**config.mk**
```make
export PLATFORM = sky130hd
export DESIGN_NAME = lane_judge_ctrl_flat
export DESIGN_NICKNAME = d
export VERILOG_FILES = /design/src/rtl/finger_dancer_pkg.sv /design/src/rtl/lane_judge_ctrl_if.sv /design/src/rtl/lane_debounce.sv /design/src/rtl/lane_judge_ctrl.sv /design/src/flat_wrapper.sv
export SDC_FILE = /design/constraint.sdc
export NUM_CORES = 1
export LEC_CHECK = 0
export BUFFER_PORTS_ARGS = -buffer_cell sky130_fd_sc_hd__buf_2
export CAP_MARGIN = 20
export CORE_MARGIN = 2
export CORE_UTILIZATION = 40
export DETAILED_ROUTE_END_ITERATION = 16
export HOLD_SLACK_MARGIN = 0.02
export PLACE_DENSITY_LB_ADDON = 0.08
export SYNTH_ARGS = -nofsm -noshare
export SYNTH_HDL_FRONTEND = slang
export SYNTH_HIERARCHICAL = 1
export SYNTH_SLANG_ARGS = --single-unit
```
**constraint.sdc**
```tcl
create_clock -name clk -period 3.85 [get_ports clk]
set_input_delay 0.385 -clock clk [delete_from_list [all_inputs] [get_ports clk]]
set_output_delay 0.385 -clock clk [all_outputs]
set_load 0.01 [all_outputs]
```
**src/rtl/finger_dancer_pkg.sv**
```systemverilog
// Shared grade codes, window state encodings and lane-index width helper.
package finger_dancer_pkg;

  typedef logic [1:0] grade_t;

  localparam grade_t GRADE_NONE    = 2'd0;
  localparam grade_t GRADE_PERFECT = 2'd1;
  localparam grade_t GRADE_GOOD    = 2'd2;
  localparam grade_t GRADE_MISS    = 2'd3;

  typedef enum logic {
    W_IDLE = 1'b0,
    W_OPEN = 1'b1
  } win_state_t;

  function automatic int lane_w(input int lanes);
    return (lanes > 1) ? $clog2(lanes) : 1;
  endfunction

endpackage

```
**src/rtl/lane_judge_ctrl_if.sv**
```systemverilog
// Result stream from the judge to score/display logic: valid/ready, lane index and grade.
interface lane_judge_ctrl_if #(
  parameter int LANES = 4
);
  import finger_dancer_pkg::*;

  localparam int LW = lane_w(LANES);

  logic          result_valid;
  logic          result_ready;
  logic [LW-1:0] result_lane;
  grade_t        result_grade;

  modport master (
    output result_valid,
    output result_lane,
    output result_grade,
    input  result_ready
  );

  modport slave (
    input  result_valid,
    input  result_lane,
    input  result_grade,
    output result_ready
  );

endinterface

```
**src/rtl/lane_debounce.sv**
```systemverilog
// One lane: 2-FF synchroniser, DEB_CYCLES-sample debounce, 1-cycle pulse coincident with val rising.
// Latency: sw change -> val after 2 + DEB_CYCLES cycles; no backpressure.
module lane_debounce #(
  parameter int DEB_CYCLES = 16
) (
  input  logic clk,
  input  logic rst,
  input  logic i_sw,
  output logic o_val,
  output logic o_rise
);

  localparam int CW = $clog2(DEB_CYCLES);

  logic          r_sync1;
  logic          r_sync2;
  logic          r_val;
  logic          r_rise;
  logic [CW-1:0] r_cnt;

  // r_cnt counts consecutive synchronised samples that disagree with r_val.
  always_ff @(posedge clk) begin
    if (rst) begin
      r_sync1 <= 1'b0;
      r_sync2 <= 1'b0;
      r_val   <= 1'b0;
      r_rise  <= 1'b0;
      r_cnt   <= '0;
    end else begin
      r_sync1 <= i_sw;
      r_sync2 <= r_sync1;
      r_rise  <= 1'b0;
      if (r_sync2 == r_val) begin
        r_cnt <= '0;
      end else if (r_cnt == CW'(DEB_CYCLES - 1)) begin
        r_cnt  <= '0;
        r_val  <= r_sync2;
        r_rise <= r_sync2;
      end else begin
        r_cnt <= r_cnt + CW'(1);
      end
    end
  end

  assign o_val  = r_val;
  assign o_rise = r_rise;

endmodule

```
**src/rtl/lane_judge_ctrl.sv**
```systemverilog
// Per-lane hit windows graded into 1-deep slots, round-robin onto one valid/ready stream (1 cycle grade->present).
// Results held while !ready; full slot drops new grade and sets overrun. LANE_JUDGE_COMBO_EN adds combo/combo_max.
module lane_judge_ctrl
  import finger_dancer_pkg::*;
#(
  parameter int LANES       = 4,
  parameter int DEB_CYCLES  = 16,
  parameter int WIN_PERFECT = 2,
  parameter int WIN_GOOD    = 6
) (
  input  logic             clk,
  input  logic             rst,
  input  logic             tick,
  input  logic [LANES-1:0] SW,
  input  logic [LANES-1:0] note_arrive,
  output logic [LANES-1:0] val,
  output logic [LANES-1:0] overrun,
`ifdef LANE_JUDGE_COMBO_EN
  output logic [7:0]       combo,
  output logic [7:0]       combo_max,
`endif
  lane_judge_ctrl_if.master res
);

  localparam int LW = lane_w(LANES);
  localparam int CW = $clog2(WIN_GOOD + 1);

  logic [LANES-1:0] w_rise;

  win_state_t       r_state [LANES];
  logic [CW-1:0]    r_cnt   [LANES];
  logic [LANES-1:0] r_slot_vld;
  grade_t           r_slot_grade [LANES];
  logic [LANES-1:0] r_overrun;
  logic             r_out_vld;
  logic [LW-1:0]    r_out_lane;
  grade_t           r_out_grade;
  logic [LW-1:0]    r_last;

  win_state_t       w_state_nxt [LANES];
  logic [CW-1:0]    w_cnt_nxt   [LANES];
  grade_t           w_grade     [LANES];
  logic             w_pop;
  logic [LANES-1:0] w_hit;
  logic [LANES-1:0] w_drop;
  logic [LANES-1:0] w_slot_vld_nxt;
  grade_t           w_slot_grade_nxt [LANES];
  logic             w_gnt_vld;
  logic [LW-1:0]    w_gnt_lane;
  grade_t           w_gnt_grade;

  for (genvar g = 0; g < LANES; g++) begin : g_deb
    lane_debounce #(.DEB_CYCLES(DEB_CYCLES)) u_deb (
      .clk    (clk),
      .rst    (rst),
      .i_sw   (SW[g]),
      .o_val  (val[g]),
      .o_rise (w_rise[g])
    );
  end

  // A note arriving on an open window retires the old note as MISS and swallows any same-cycle press.
  always_comb begin
    for (int i = 0; i < LANES; i++) begin
      w_state_nxt[i] = r_state[i];
      w_cnt_nxt[i]   = r_cnt[i];
      w_grade[i]     = GRADE_NONE;
      if (r_state[i] == W_IDLE) begin
        if (note_arrive[i]) begin
          w_state_nxt[i] = W_OPEN;
          w_cnt_nxt[i]   = '0;
        end
      end else if (note_arrive[i]) begin
        w_grade[i]   = GRADE_MISS;
        w_cnt_nxt[i] = '0;
      end else if (w_rise[i]) begin
        w_grade[i]     = (r_cnt[i] <= CW'(WIN_PERFECT)) ? GRADE_PERFECT : GRADE_GOOD;
        w_state_nxt[i] = W_IDLE;
      end else if (tick) begin
        if (r_cnt[i] == CW'(WIN_GOOD)) begin
          w_grade[i]     = GRADE_MISS;
          w_state_nxt[i] = W_IDLE;
        end else begin
          w_cnt_nxt[i] = r_cnt[i] + CW'(1);
        end
      end
    end
  end

  // Next slot contents include this cycle's pop and loads, so a fresh grade can be granted immediately.
  always_comb begin
    w_pop = r_out_vld & res.result_ready;
    for (int i = 0; i < LANES; i++) begin
      w_hit[i]            = w_pop && (r_out_lane == LW'(i));
      w_drop[i]           = 1'b0;
      w_slot_vld_nxt[i]   = r_slot_vld[i] & ~w_hit[i];
      w_slot_grade_nxt[i] = r_slot_grade[i];
      if (w_grade[i] != GRADE_NONE) begin
        if (!r_slot_vld[i] || w_hit[i]) begin
          w_slot_vld_nxt[i]   = 1'b1;
          w_slot_grade_nxt[i] = w_grade[i];
        end else begin
          w_drop[i] = 1'b1;
        end
      end
    end
  end

  // Round-robin: lowest full lane above r_last, else lowest full lane overall.
  always_comb begin
    w_gnt_vld   = 1'b0;
    w_gnt_lane  = '0;
    w_gnt_grade = GRADE_NONE;
    for (int i = LANES - 1; i >= 0; i--) begin
      if (w_slot_vld_nxt[i] && (LW'(i) > r_last)) begin
        w_gnt_vld   = 1'b1;
        w_gnt_lane  = LW'(i);
        w_gnt_grade = w_slot_grade_nxt[i];
      end
    end
    if (!w_gnt_vld) begin
      for (int i = LANES - 1; i >= 0; i--) begin
        if (w_slot_vld_nxt[i]) begin
          w_gnt_vld   = 1'b1;
          w_gnt_lane  = LW'(i);
          w_gnt_grade = w_slot_grade_nxt[i];
        end
      end
    end
  end

  always_ff @(posedge clk) begin
    if (rst) begin
      for (int i = 0; i < LANES; i++) begin
        r_state[i]      <= W_IDLE;
        r_cnt[i]        <= '0;
        r_slot_grade[i] <= GRADE_NONE;
      end
      r_slot_vld  <= '0;
      r_overrun   <= '0;
      r_out_vld   <= 1'b0;
      r_out_lane  <= '0;
      r_out_grade <= GRADE_NONE;
      r_last      <= LW'(LANES - 1);
    end else begin
      for (int i = 0; i < LANES; i++) begin
        r_state[i]      <= w_state_nxt[i];
        r_cnt[i]        <= w_cnt_nxt[i];
        r_slot_grade[i] <= w_slot_grade_nxt[i];
      end
      r_slot_vld <= w_slot_vld_nxt;
      r_overrun  <= r_overrun | w_drop;
      if (!r_out_vld || w_pop) begin
        r_out_vld <= w_gnt_vld;
        if (w_gnt_vld) begin
          r_out_lane  <= w_gnt_lane;
          r_out_grade <= w_gnt_grade;
          r_last      <= w_gnt_lane;
        end
      end
    end
  end

  assign res.result_valid = r_out_vld;
  assign res.result_lane  = r_out_lane;
  assign res.result_grade = r_out_grade;
  assign overrun          = r_overrun;

`ifdef LANE_JUDGE_COMBO_EN
  logic [7:0] r_combo;
  logic [7:0] r_combo_max;
  logic [7:0] w_combo_nxt;

  always_comb begin
    w_combo_nxt = r_combo;
    if (w_pop) begin
      if (r_out_grade == GRADE_MISS) begin
        w_combo_nxt = 8'd0;
      end else if (r_combo != 8'hFF) begin
        w_combo_nxt = r_combo + 8'd1;
      end
    end
  end

  always_ff @(posedge clk) begin
    if (rst) begin
      r_combo     <= 8'd0;
      r_combo_max <= 8'd0;
    end else begin
      r_combo <= w_combo_nxt;
      if (w_combo_nxt > r_combo_max) begin
        r_combo_max <= w_combo_nxt;
      end
    end
  end

  assign combo     = r_combo;
  assign combo_max = r_combo_max;
`endif

endmodule

```
**src/flat_wrapper.sv**
```systemverilog
// flat-port wrapper written by rule: the top's interface ports become plain ports
module lane_judge_ctrl_flat import finger_dancer_pkg::*;
#(
  parameter int LANES       = 4,
  parameter int DEB_CYCLES  = 16,
  parameter int WIN_PERFECT = 2,
  parameter int WIN_GOOD    = 6
)
  (clk, rst, tick, SW, note_arrive, val, overrun, res_result_valid, res_result_lane, res_result_grade, res_result_ready);
  lane_judge_ctrl_if #(.LANES(LANES)) res_i ();
  input  logic clk;
  input  logic rst;
  input  logic tick;
  input  logic [LANES-1:0] SW;
  input  logic [LANES-1:0] note_arrive;
  output logic [LANES-1:0] val;
  output logic [LANES-1:0] overrun;
  output wire logic [$bits(res_i.result_valid)-1:0] res_result_valid;
  output wire logic [$bits(res_i.result_lane)-1:0] res_result_lane;
  output wire logic [$bits(res_i.result_grade)-1:0] res_result_grade;
  input wire logic [$bits(res_i.result_ready)-1:0] res_result_ready;
  assign res_result_valid = res_i.result_valid;
  assign res_result_lane = res_i.result_lane;
  assign res_result_grade = res_i.result_grade;
  assign res_i.result_ready = res_result_ready;
  lane_judge_ctrl #(.LANES(LANES), .DEB_CYCLES(DEB_CYCLES), .WIN_PERFECT(WIN_PERFECT), .WIN_GOOD(WIN_GOOD)) u_core (.clk(clk), .rst(rst), .tick(tick), .SW(SW), .note_arrive(note_arrive), .val(val), .overrun(overrun), .res(res_i));
endmodule
```
==> qor.tcl <==
set qor(worst-path-max-fanout) 7
set qor(setup-violations-final) 0
set qor(track_usage) 0.157
set qor(n_antenna_cell) 0
set qor(placement.io_buffers) 24
set qor(crit_type) {flip-flop to flip-flop}
set qor(max_cap_violations) 0
set qor(skew_ns) 0.00610
set qor(synth.distinct_cells) 61
set qor(tightestPinTransition_ns) 0.550
set qor(postSynthCellCount) 355
set qor(worstHoldPathCells) 2
set qor(worst_setup_path_start_kind) {flip-flop}
set qor(root_buffer) {sky130_fd_sc_hd__clkbuf_8}
set qor(mappedNetlistArea_mm2) 0.00328
set qor(worst_skew_pair.late_latency_ns) 0.34
set qor(place_congestion) 0.862
set qor(cts_tree) {done}
set qor(minimum_setup_slack_among_reg_to_reg_paths_ns) 1.35
set qor(place_area_mm2) 0.00350
set qor(cp.arrival_ns) 2.74
set qor(std_cell_rows) 33
set qor(relative_max_transition_margin) 0.634
set qor(cp-end-kind) {flip-flop}
set qor(synthToLayoutAreaGrowth_pct) 13.8
set qor(finalNetCount) 408
set qor(tns_ns) 0
set qor(number_of_max_slew_violations_in_the_final_report) 0
set qor(synthDominantCellAreaShare) 0.434
set qor(overall_power_consumption_mw) 1.66
set qor(drc) 0
set qor(worst_r2r_endpoint) {u_core/res.result_grade[0]}
set qor(holdCritPathClass) {input port to flip-flop}
set qor(clkTransAtPathRegs_ns) 0.08
set qor(vdd_ir_drop_max_mv) 0.280
set qor(cellPowerDensity_mw_per_mm2) 444
set qor(htree_num_levels) 3
set qor(ys_seq_area_frac) 0.434
set qor(dp_cells) 478
set qor(grt_start_max_net_pins) 36
set qor(end_point_of_the_worst_hold_path) {u_core/g_deb[1].u_deb/r_sync1}
set qor(final.setup.worst_slack_ns) 1.35
set qor(critical_path_rt_ns) 4.08
set qor(die_h_um) 94.5
set qor(synth_edf_count) 0
set qor(initial_utilization) 0.405
set qor(final_cells) 494
set qor(drt_iter0_markers) 77
set qor(grt_first_pass_wirelength_um) 10900
set qor(final.period_utilization) 0.650
set qor(run_status) {complete, no violations}
set qor(boundaryPins) 25
set qor(final_cell_area_mm2) 0.00373
set qor(post_cts_resized) 0
set qor(clock_path_buffers) 2
set qor(postRouteAntennaNets) 0
set qor(yosys.area.top_type) {sky130_fd_sc_hd__dfxtp_1}
set qor(yosys-top-cells-area) {sky130_fd_sc_hd__dfxtp_1, sky130_fd_sc_hd__nor2_1, sky130_fd_sc_hd__ha_1, sky130_fd_sc_hd__xor2_1, sky130_fd_sc_hd__a21oi_1}
set qor(global_route_congestion_overflow_total) 0
set qor(core_area_mm2) 0.00809
set qor(drt-total-wl_um) 6410
set qor(period_minus_slack_ns) 2.50
set qor(grt_setup_unrepaired) {no}
set qor(yosys_warnings) 6
set qor(dp_worst_setup_slack_ns) 1.36
set qor(static-leakage-power_nw) 1.52
set qor(timing.rr.start) {u_core/r_cnt[2][0]}
set qor(first_global_vias) 2413
set qor(final_hold_viol_count) 0
set qor(cts_inserted_buffers) 9
set qor(floorplan_die_area_mm2) 0.00894
set qor(detail_route.wl_per_cell_um) 13.0
set qor(antenna_found_initial) 0
set qor(synthesized_nets) 379
set qor(postCtsSetupRepairBufs) 0
set qor(most_instantiated_flip_flop_cell_in_the_synthesis_netlist) {sky130_fd_sc_hd__dfxtp_1}
set qor(synth_seq_cells) 71
set qor(worst_hold_startpoint) {SW[1]}
set qor(holdBufCountCts) 0
set qor(synth_area_per_cell_um2) 9.23
set qor(drt_pass1_iterations) 4
set qor(die_width_um) 94.5
set qor(cts_num_sinks) 71
set qor(drive_gt1_frac) 0.167
set qor(fmax_mhz) 399
set qor(worst-r2r-cell-count) 9
set qor(synth_async_sr_flop_share) 0
set qor(dp_hpwl_um) 4520
set qor(dr_total_vias) 2556
set qor(viasPerCell) 5.17
[synth_stat cells (all sizes together), types with 2 or more instances]
cell / instances
dfxtp: 71
nor2: 50
nand2: 25
a21oi: 21
nor2b: 17
nor3: 17
inv: 15
xor2: 15
ha: 12
nand3: 10
o21ai: 7
nor4b: 6
a2111oi: 5
a311o: 5
a31oi: 5
mux2i: 5
nand2b: 5
nand3b: 5
xnor2: 5
a211oi: 4
a22oi: 4
and3b: 4
clkbuf: 4
nor4: 4
and3: 3
buf: 3
o31ai: 3
a31o: 2
a41oi: 2
nand4b: 2
nor3b: 2
[layout make-up]
| cell class | count | area (um^2) |
|---|---|---|
| fill | 827 | 4360 |
| inverter | 15 | 56.3 |
| timing repair buffer | 25 | 128 |
| clock inverter | 6 | 91.3 |
| tap | 105 | 131 |
| multi-input combinational | 262 | 1770 |
| sequential | 71 | 1420 |
| clock buffer | 10 | 138 |
[critical path: stages, from the launching register on]
cell	delay, ns
sky130_fd_sc_hd__dfxtp_1	0.38
sky130_fd_sc_hd__inv_1	0.06
sky130_fd_sc_hd__ha_1	0.25
sky130_fd_sc_hd__a311o_1	0.40
sky130_fd_sc_hd__a22oi_2	0.30
sky130_fd_sc_hd__nand2_2	0.14
sky130_fd_sc_hd__o31ai_4	0.35
sky130_fd_sc_hd__nor2_2	0.08
sky130_fd_sc_hd__nor4b_1	0.16
sky130_fd_sc_hd__a311o_1	0.27
[sequential cells by signal, indices dropped and copies added, names as in the netlist]
signal and cells:
u_core/r_cnt 12, u_core/r_slot_grade 8, u_core/g_deb.u_deb/r_cnt 16, u_core/g_deb.u_deb/r_sync1 4
u_core/g_deb.u_deb/r_sync2 4, u_core/res.result_lane 2, u_core/r_slot_vld 4, u_core/g_deb.u_deb/o_val 4
u_core/r_state 4, u_core/overrun 4, u_core/res.result_grade 2, u_core/r_last 2
u_core/g_deb.u_deb/o_rise 4, u_core/res.result_valid 1
[through the flow]
stage,util,hold WS [ns]
finish,0.461,0.250
global route,0.461,0.222
CTS,0.461,0.222
detailed placement,0.433,0.423
global placement,0.433,0.416
floorplan,-,0.414
[report_power, final]
group	switching (mW)	internal, mW	leakage [nW]
clock	0.288	0.387	0.117
sequential	0.0369	0.765	0.579
combinational	0.105	0.0749	0.820
total	0.429	1.23	1.52
[metal layers]
| metal | up-vias | part of all wire | wire (um) | global-route usage |
|---|---|---|---|---|
| li1 | 1328 | - | - | - |
| met1 | 1165 | 0.48 | 3100 | 0.200 |
| met5 | - | 0 | 0 | 0 |
| met4 | 0 | 0.0095 | 61 | 0.0652 |
| met3 | 5 | 0.045 | 289 | 0.0447 |
| met2 | 58 | 0.46 | 2950 | 0.251 |
[cells in the final DEF (no fill, tap or decap), drive strengths merged, types with 6 or more instances in the layout]
master,instances
inv,17
nor2,50
dfxtp,71
buf,25
nor2b,17
o21ai,7
clkbuf,10
nand2,25
ha,12
nor3,17
nand3,10
a21oi,21
nor4b,6
xor2,15
[cell families (layout without fill, tap and decap cells)]
group                    count (synthesis)  after routing  synth area share
AND/OR/NAND/NOR                        153            153             0.255
AO/OA/AOI/OAI                           71             71             0.165
flip-flops                              71             71             0.434
buffers and inverters                   22             56            0.0279
XOR/XNOR                                20             20            0.0534
adder cells (fa/ha/maj)                 12             12            0.0458
multiplexers                             6              6            0.0198
[worst max path at each step]
stage / cells past startpoint / slack, ns / from / endpoint
2_1_floorplan: 9 / 1.61 / u_core/r_cnt[2][0] / u_core/res.result_grade[0]
3_3_place_gp: 9 / 1.44 / u_core/r_cnt[2][0] / u_core/res.result_grade[0]
3_5_place_dp: 9 / 1.36 / u_core/r_cnt[2][0] / u_core/res.result_grade[0]
4_1_cts: 9 / 1.34 / u_core/r_cnt[2][0] / u_core/res.result_grade[0]
5_1_grt: 9 / 1.18 / u_core/r_cnt[2][0] / u_core/res.result_grade[0]
6_report: 9 / 1.35 / u_core/r_cnt[2][0] / u_core/res.result_grade[0]
(Power assumes the default switching activity.)
